File: src/rtl/alu_share_ctrl_pkg.sv
// Shared encodings for the ALU sharing controller: FSM states, ALU operation
// selects and branch-compare selects.
package alu_share_ctrl_pkg;

  typedef enum logic [1:0] {
    ST_IDLE = 2'd0,
    ST_EXEC = 2'd1,
    ST_RESP = 2'd2
  } state_e;

  // ALUC: 11xx arithmetic, 10xx bitwise, 01xx shifts, 00xx yields zero
  localparam logic [3:0] ALU_ADD = 4'b1100;
  localparam logic [3:0] ALU_SUB = 4'b1101;
  localparam logic [3:0] ALU_AND = 4'b1000;
  localparam logic [3:0] ALU_OR  = 4'b1001;
  localparam logic [3:0] ALU_XOR = 4'b1010;
  localparam logic [3:0] ALU_NOR = 4'b1011;
  localparam logic [3:0] ALU_SLL = 4'b0100;
  localparam logic [3:0] ALU_SRL = 4'b0101;
  localparam logic [3:0] ALU_SRA = 4'b0110;
  localparam logic [3:0] ALU_ROL = 4'b0111;

  localparam logic [1:0] ALUB_EQ = 2'b00;
  localparam logic [1:0] ALUB_NE = 2'b01;
  localparam logic [1:0] ALUB_LT = 2'b10;
  localparam logic [1:0] ALUB_GE = 2'b11;

endpackage

File: src/rtl/alu_share_ctrl_rr_arb_2.sv
// Two-way round-robin arbiter: when both request, ptr chooses the winner;
// a lone requester always wins. Output is one-hot or zero.
module rr_arb_2 (
  input  logic [1:0] valid,
  input  logic       ptr,
  output logic [1:0] grant
);

  always_comb begin
    grant = 2'b00;
    case (valid)
      2'b01:   grant = 2'b01;
      2'b10:   grant = 2'b10;
      2'b11:   grant = ptr ? 2'b10 : 2'b01;
      default: grant = 2'b00;
    endcase
  end

endmodule

File: src/rtl/alu_share_ctrl.sv
// Shares one external combinational ALU between two requesters: accept one op,
// drive registered operands, capture the result, return it on a response channel.
module alu_share_ctrl
  import alu_share_ctrl_pkg::*;
#(
  parameter int WIDTH = 16,
  parameter int CNT_W = 16
) (
  input  logic             clk,
  input  logic             rst,
  input  logic [1:0]       req_valid,
  output logic [1:0]       req_ready,
  input  logic [WIDTH-1:0] req_a0,
  input  logic [WIDTH-1:0] req_b0,
  input  logic [WIDTH-1:0] req_a1,
  input  logic [WIDTH-1:0] req_b1,
  input  logic [3:0]       req_aluc0,
  input  logic [3:0]       req_aluc1,
  input  logic [1:0]       req_alub0,
  input  logic [1:0]       req_alub1,
  input  logic             req_unsig0,
  input  logic             req_unsig1,
  output logic [WIDTH-1:0] alu_a,
  output logic [WIDTH-1:0] alu_b,
  output logic [3:0]       alu_aluc,
  output logic [1:0]       alu_alub,
  output logic             alu_unsig,
  input  logic [WIDTH-1:0] alu_out,
  input  logic             alu_check,
  output logic [1:0]       rsp_valid,
  input  logic [1:0]       rsp_ready,
  output logic [WIDTH-1:0] rsp_out,
  output logic             rsp_check,
  output logic             busy,
  output logic [CNT_W-1:0] op_count
);

  state_e           state_q, state_d;
  logic             ptr_q, ptr_d;
  logic             owner_q, owner_d;
  logic [WIDTH-1:0] a_q, a_d, b_q, b_d;
  logic [3:0]       aluc_q, aluc_d;
  logic [1:0]       alub_q, alub_d;
  logic             unsig_q, unsig_d;
  logic [WIDTH-1:0] rsp_out_q, rsp_out_d;
  logic             rsp_check_q, rsp_check_d;
  logic [CNT_W-1:0] cnt_q, cnt_d;
  logic [1:0]       grant;
  logic             sel;

  rr_arb_2 u_arb (
    .valid (req_valid),
    .ptr   (ptr_q),
    .grant (grant)
  );

  assign sel = grant[1];

  always_ff @(posedge clk) begin
    if (rst) begin
      state_q     <= ST_IDLE;
      ptr_q       <= 1'b0;
      owner_q     <= 1'b0;
      a_q         <= '0;
      b_q         <= '0;
      aluc_q      <= '0;
      alub_q      <= '0;
      unsig_q     <= 1'b0;
      rsp_out_q   <= '0;
      rsp_check_q <= 1'b0;
      cnt_q       <= '0;
    end else begin
      state_q     <= state_d;
      ptr_q       <= ptr_d;
      owner_q     <= owner_d;
      a_q         <= a_d;
      b_q         <= b_d;
      aluc_q      <= aluc_d;
      alub_q      <= alub_d;
      unsig_q     <= unsig_d;
      rsp_out_q   <= rsp_out_d;
      rsp_check_q <= rsp_check_d;
      cnt_q       <= cnt_d;
    end
  end

  always_comb begin
    state_d     = state_q;
    ptr_d       = ptr_q;
    owner_d     = owner_q;
    a_d         = a_q;
    b_d         = b_q;
    aluc_d      = aluc_q;
    alub_d      = alub_q;
    unsig_d     = unsig_q;
    rsp_out_d   = rsp_out_q;
    rsp_check_d = rsp_check_q;
    cnt_d       = cnt_q;
    req_ready   = 2'b00;
    rsp_valid   = 2'b00;
    case (state_q)
      ST_IDLE: begin
        req_ready = grant;
        if (|grant) begin
          owner_d = sel;
          a_d     = sel ? req_a1     : req_a0;
          b_d     = sel ? req_b1     : req_b0;
          aluc_d  = sel ? req_aluc1  : req_aluc0;
          alub_d  = sel ? req_alub1  : req_alub0;
          unsig_d = sel ? req_unsig1 : req_unsig0;
          state_d = ST_EXEC;
        end
      end
      ST_EXEC: begin
        rsp_out_d   = alu_out;
        rsp_check_d = alu_check;
        state_d     = ST_RESP;
      end
      ST_RESP: begin
        rsp_valid = owner_q ? 2'b10 : 2'b01;
        // Only the owner's ready completes the handshake
        if (rsp_ready[owner_q]) begin
          state_d = ST_IDLE;
          ptr_d   = ~owner_q;
          cnt_d   = cnt_q + CNT_W'(1);
        end
      end
      default: state_d = ST_IDLE;
    endcase
  end

  assign alu_a     = a_q;
  assign alu_b     = b_q;
  assign alu_aluc  = aluc_q;
  assign alu_alub  = alub_q;
  assign alu_unsig = unsig_q;
  assign rsp_out   = rsp_out_q;
  assign rsp_check = rsp_check_q;
  assign busy      = (state_q != ST_IDLE);
  assign op_count  = cnt_q;

endmodule
File: config.mk
export PLATFORM = sky130hd
export DESIGN_NAME = alu_share_ctrl
export DESIGN_NICKNAME = d
export VERILOG_FILES = /design/src/rtl/alu_share_ctrl_pkg.sv /design/src/rtl/alu_share_ctrl_rr_arb_2.sv /design/src/rtl/alu_share_ctrl.sv
export SDC_FILE = /design/constraint.sdc
export NUM_CORES = 1
export LEC_CHECK = 0
export ABC_AREA = 1
export BUFFER_PORTS_ARGS = -buffer_cell sky130_fd_sc_hd__buf_2
export CORE_UTILIZATION = 42
export CTS_CLUSTER_SIZE = 12
export DETAILED_ROUTE_END_ITERATION = 7
export HOLD_SLACK_MARGIN = 0.12
export PLACE_DENSITY = 0.76
export SLEW_MARGIN = 40
export SYNTH_ARGS = -nofsm -noshare
export SYNTH_HDL_FRONTEND = slang
export SYNTH_SLANG_ARGS = --single-unit
File: constraint.sdc
create_clock -name clk -period 1.5 [get_ports clk]
set_clock_uncertainty 0.1 [all_clocks]
set_input_delay 0.3 -clock clk [delete_from_list [all_inputs] [get_ports clk]]
set_output_delay 0.3 -clock clk [all_outputs]
set_load 0.01 [all_outputs]
==> flow_metrics.py <==
metrics = {
    "run_status": {
        "status": "finished, violations left",
        "violations": "setup timing",
    },
    "pwr": {
        "p_per_area_mw_per_mm2": 991,
        "ir_worst_vdd_v": 0.000443,
        "p_int_mw": 3.81,
        "power.leakage_nw": 3.14,
        "p_sw_mw": 1.68,
        "seqPwrFrac": 0.422,
        "comb_power_share": 0.259,
        "p_clk_frac": 0.319,
        "switching_share": 0.306,
    },
    "floorplanning": {
        "die_h_um": 96.8,
        "die_area_mm2": 0.00937,
        "dieWidth_um": 96.8,
        "ios": 178,
        "rows": 34,
        "core_area_mm2": 0.00872,
        "start_util": 0.433,
    },
    "min_path": {
        "hp-class": "primary input to register",
    },
    "synthesis": {
        "synth_ff_type": "dfxtp_1",
        "synth_largest_area_cell": "dfxtp_1",
        "syn_avg_cell_area_um2": 6.54,
        "syn_inst": 577,
        "yosys-top-cells-area": "dfxtp_1 40%, nor2_1 14%, inv_1 10%, o21ai_0 8.1%, nand2_1 8.1%",
        "syn_area_mm2": 0.00378,
        "synth_seq_cells": 76,
        "yosysTopAreaCellShare": 0.403,
        "synth_cell_types": 27,
        "synth_nets": 679,
        "yosysWarnings": 0,
        "synth-edff-count": 0,
        "synth_seq_area_share": 0.403,
        "async_flop_share": 0,
    },
    "timing": {
        "slew_violations": 0,
        "setup_viol": 5,
        "hold_viol": 0,
        "worst_slew_pin_slew_ps": 338,
        "rsz0062_at_grt": "yes",
        "fin_crit_ps": 1520,
        "tns_ps": -35.6,
        "max_freq_ghz": 0.656,
        "maxSlewHeadroom": 0.775,
        "fin_ws_ps": -24.0,
        "fin_crit_sh": 1.02,
    },
    "critical_path": {
        "critPathLaunchType": "register",
        "worst-endpoint-required_ps": 1100,
        "end_kind": "output port",
        "worstPathArrival_ps": 1120,
        "critPathKind": "register to output port",
        "cp_max_fo": 4,
    },
    "grt": {
        "track_usage": 0.211,
        "grt_max_degree": 61,
        "grt_pass1_vias": 3880,
        "grt_overflow": 0,
        "grt_antenna_before_repair": 0,
        "grt_first_pass_wirelength_um": 16500,
    },
    "layout": {
        "layout-drive-gt1-share": 0.345,
        "instances_no_fill": 899,
        "nets": 888,
        "syn_to_final_growth_pct": 46.5,
        "diodes": 0,
    },
    "detailed_routing": {
        "drt-initial-drc-count": 103,
        "wl_per_cell_um": 12.0,
        "viasPerCell": 4.72,
        "dr.pass1.iters": 4,
        "wirelength_um": 10800,
        "antenna_left": 0,
        "drc": 0,
        "num_vias": 4239,
    },
    "cts": {
        "cts.sinks": 76,
        "cts_tree": "yes",
        "cts_root_buf": "clkbuf_8",
        "cts_made_buffers": 9,
        "clkLatencyLatePin_ps": 340,
        "cts_htree_levels": 3,
        "clock_path_buffers": 2,
        "clk_pin_slew_worst_paths_ps": 90,
    },
    "placement": {
        "port_buffers": 177,
        "place_hpwl_um": 7000,
        "dp_cells": 849,
        "globalplace.congestion": 0.889,
    },
    "job": {
        "maxCapViolCount": 0,
    },
}
[worst paths after layout]
kind	from	endpoint	slack [ps]	cells after the start
max	state_q[1]	req_ready[0]	-20	4
min	req_a0[10]	alu_a[10]	150	5
max reg2reg	state_q[1]	alu_b[7]	-10	8
min reg2reg	op_count[4]	op_count[4]	380	2
[metal layers]
layer  vias to the layer above  part of all wire  GRT usage  routed length, um
li1                       2179                 -          -                  -
met4                         0             0.014     0.0723                153
met2                       164              0.50      0.397               5440
met1                      1884              0.42      0.230               4540
met3                        12             0.061     0.0491                657
met5                         -                 0          0                  0
[cell families (layout without fill, tap and decap cells)]
group	Yosys count	in the layout	share of synthesized area
buffers and inverters	135	349	0.157
adders and majority gates	1	1	0.00331
and+or+nand+nor	251	251	0.280
DFF	76	76	0.403
AOI/OAI and AO/OA	114	114	0.157
[layout make-up]
class                   count  area (um2)
well taps                 108         135
multi-input cells         366        1770
clock inverters             7         100
inverters                 109         422
clock buffers               9         124
fillers                   790        3190
repair buffers            224        1450
flip-flops and latches     76        1530
[cells in the mapped netlist (4+ instances only)]
cell type,instances
o21ai_0,61
inv_2,4
nand3_1,6
o21ai_1,41
nand4_1,7
clkbuf_1,10
nor2_1,145
a21oi_1,7
dfxtp_1,76
inv_1,104
buf_6,10
nand2_1,81
buf_2,4
[through the flow]
step                      hold WS (ps)  area (um2)  utilization  worst slack (ps)  power [mW]
after detailed placement           367        4770        0.546              45.2        3.50
final                              154        5530        0.634             -24.0        5.48
after global routing               170        5530        0.634              -101        5.77
after floorplan                    295        3780            -              13.7        3.05
after global placement             344        4770        0.546              80.0        3.46
after CTS                          138        5230        0.599             -56.2        5.31
[power by group through the flow]
| stage | Clock (mW) | Combinational, mW | Sequential [mW] |
|---|---|---|---|
| final | 1.75 | 1.42 | 2.31 |
| after floorplan | 0 | 0.621 | 2.43 |
| after CTS | 1.79 | 1.21 | 2.31 |
| after detailed placement | 0 | 1.15 | 2.35 |
| after global routing | 1.86 | 1.58 | 2.34 |
| after global placement | 0 | 1.11 | 2.35 |
[what timing repair did]
action / CTS / global route
resized for setup: 10 / 37
endpoints found under the hold margin: 18 / 0
setup endpoints to repair: 5 / 29
pin swaps: 3 / 8
setup buffers: 4 / 5
cloned: 0 / 7
hold buffers: 18 / 0
[placed cells by master, fill, tap and decap left out, drive strengths merged]
cell type,Yosys,routed
a211oi,3,3
a21oi,7,7
buf,15,202
bufinv,0,2
clkbuf,11,13
clkinv,1,2
clkinvlp,0,3
dfxtp,76,76
dlygate4sd3,0,18
ha,1,1
inv,108,109
nand2,85,85
nand3,6,6
nand4,7,7
nor2,152,152
nor3,1,1
o21a,1,1
o21ai,103,103
[registers in the layout, indices dropped and copies added, names as in the netlist]
signal	count
alu_a	16
alu_b	16
op_count	16
rsp_out	16
alu_aluc	4
alu_alub	2
state_q	2
alu_unsig	1
owner_q	1
ptr_q	1
rsp_check	1
[worst max-delay path, stage by stage, from the launching register on]
cell	delay (ps)
dfxtp_4	370
nor2_4	80
inv_2	60
a211oi_2	130
buf_2	150
(Power assumes the default switching activity.)
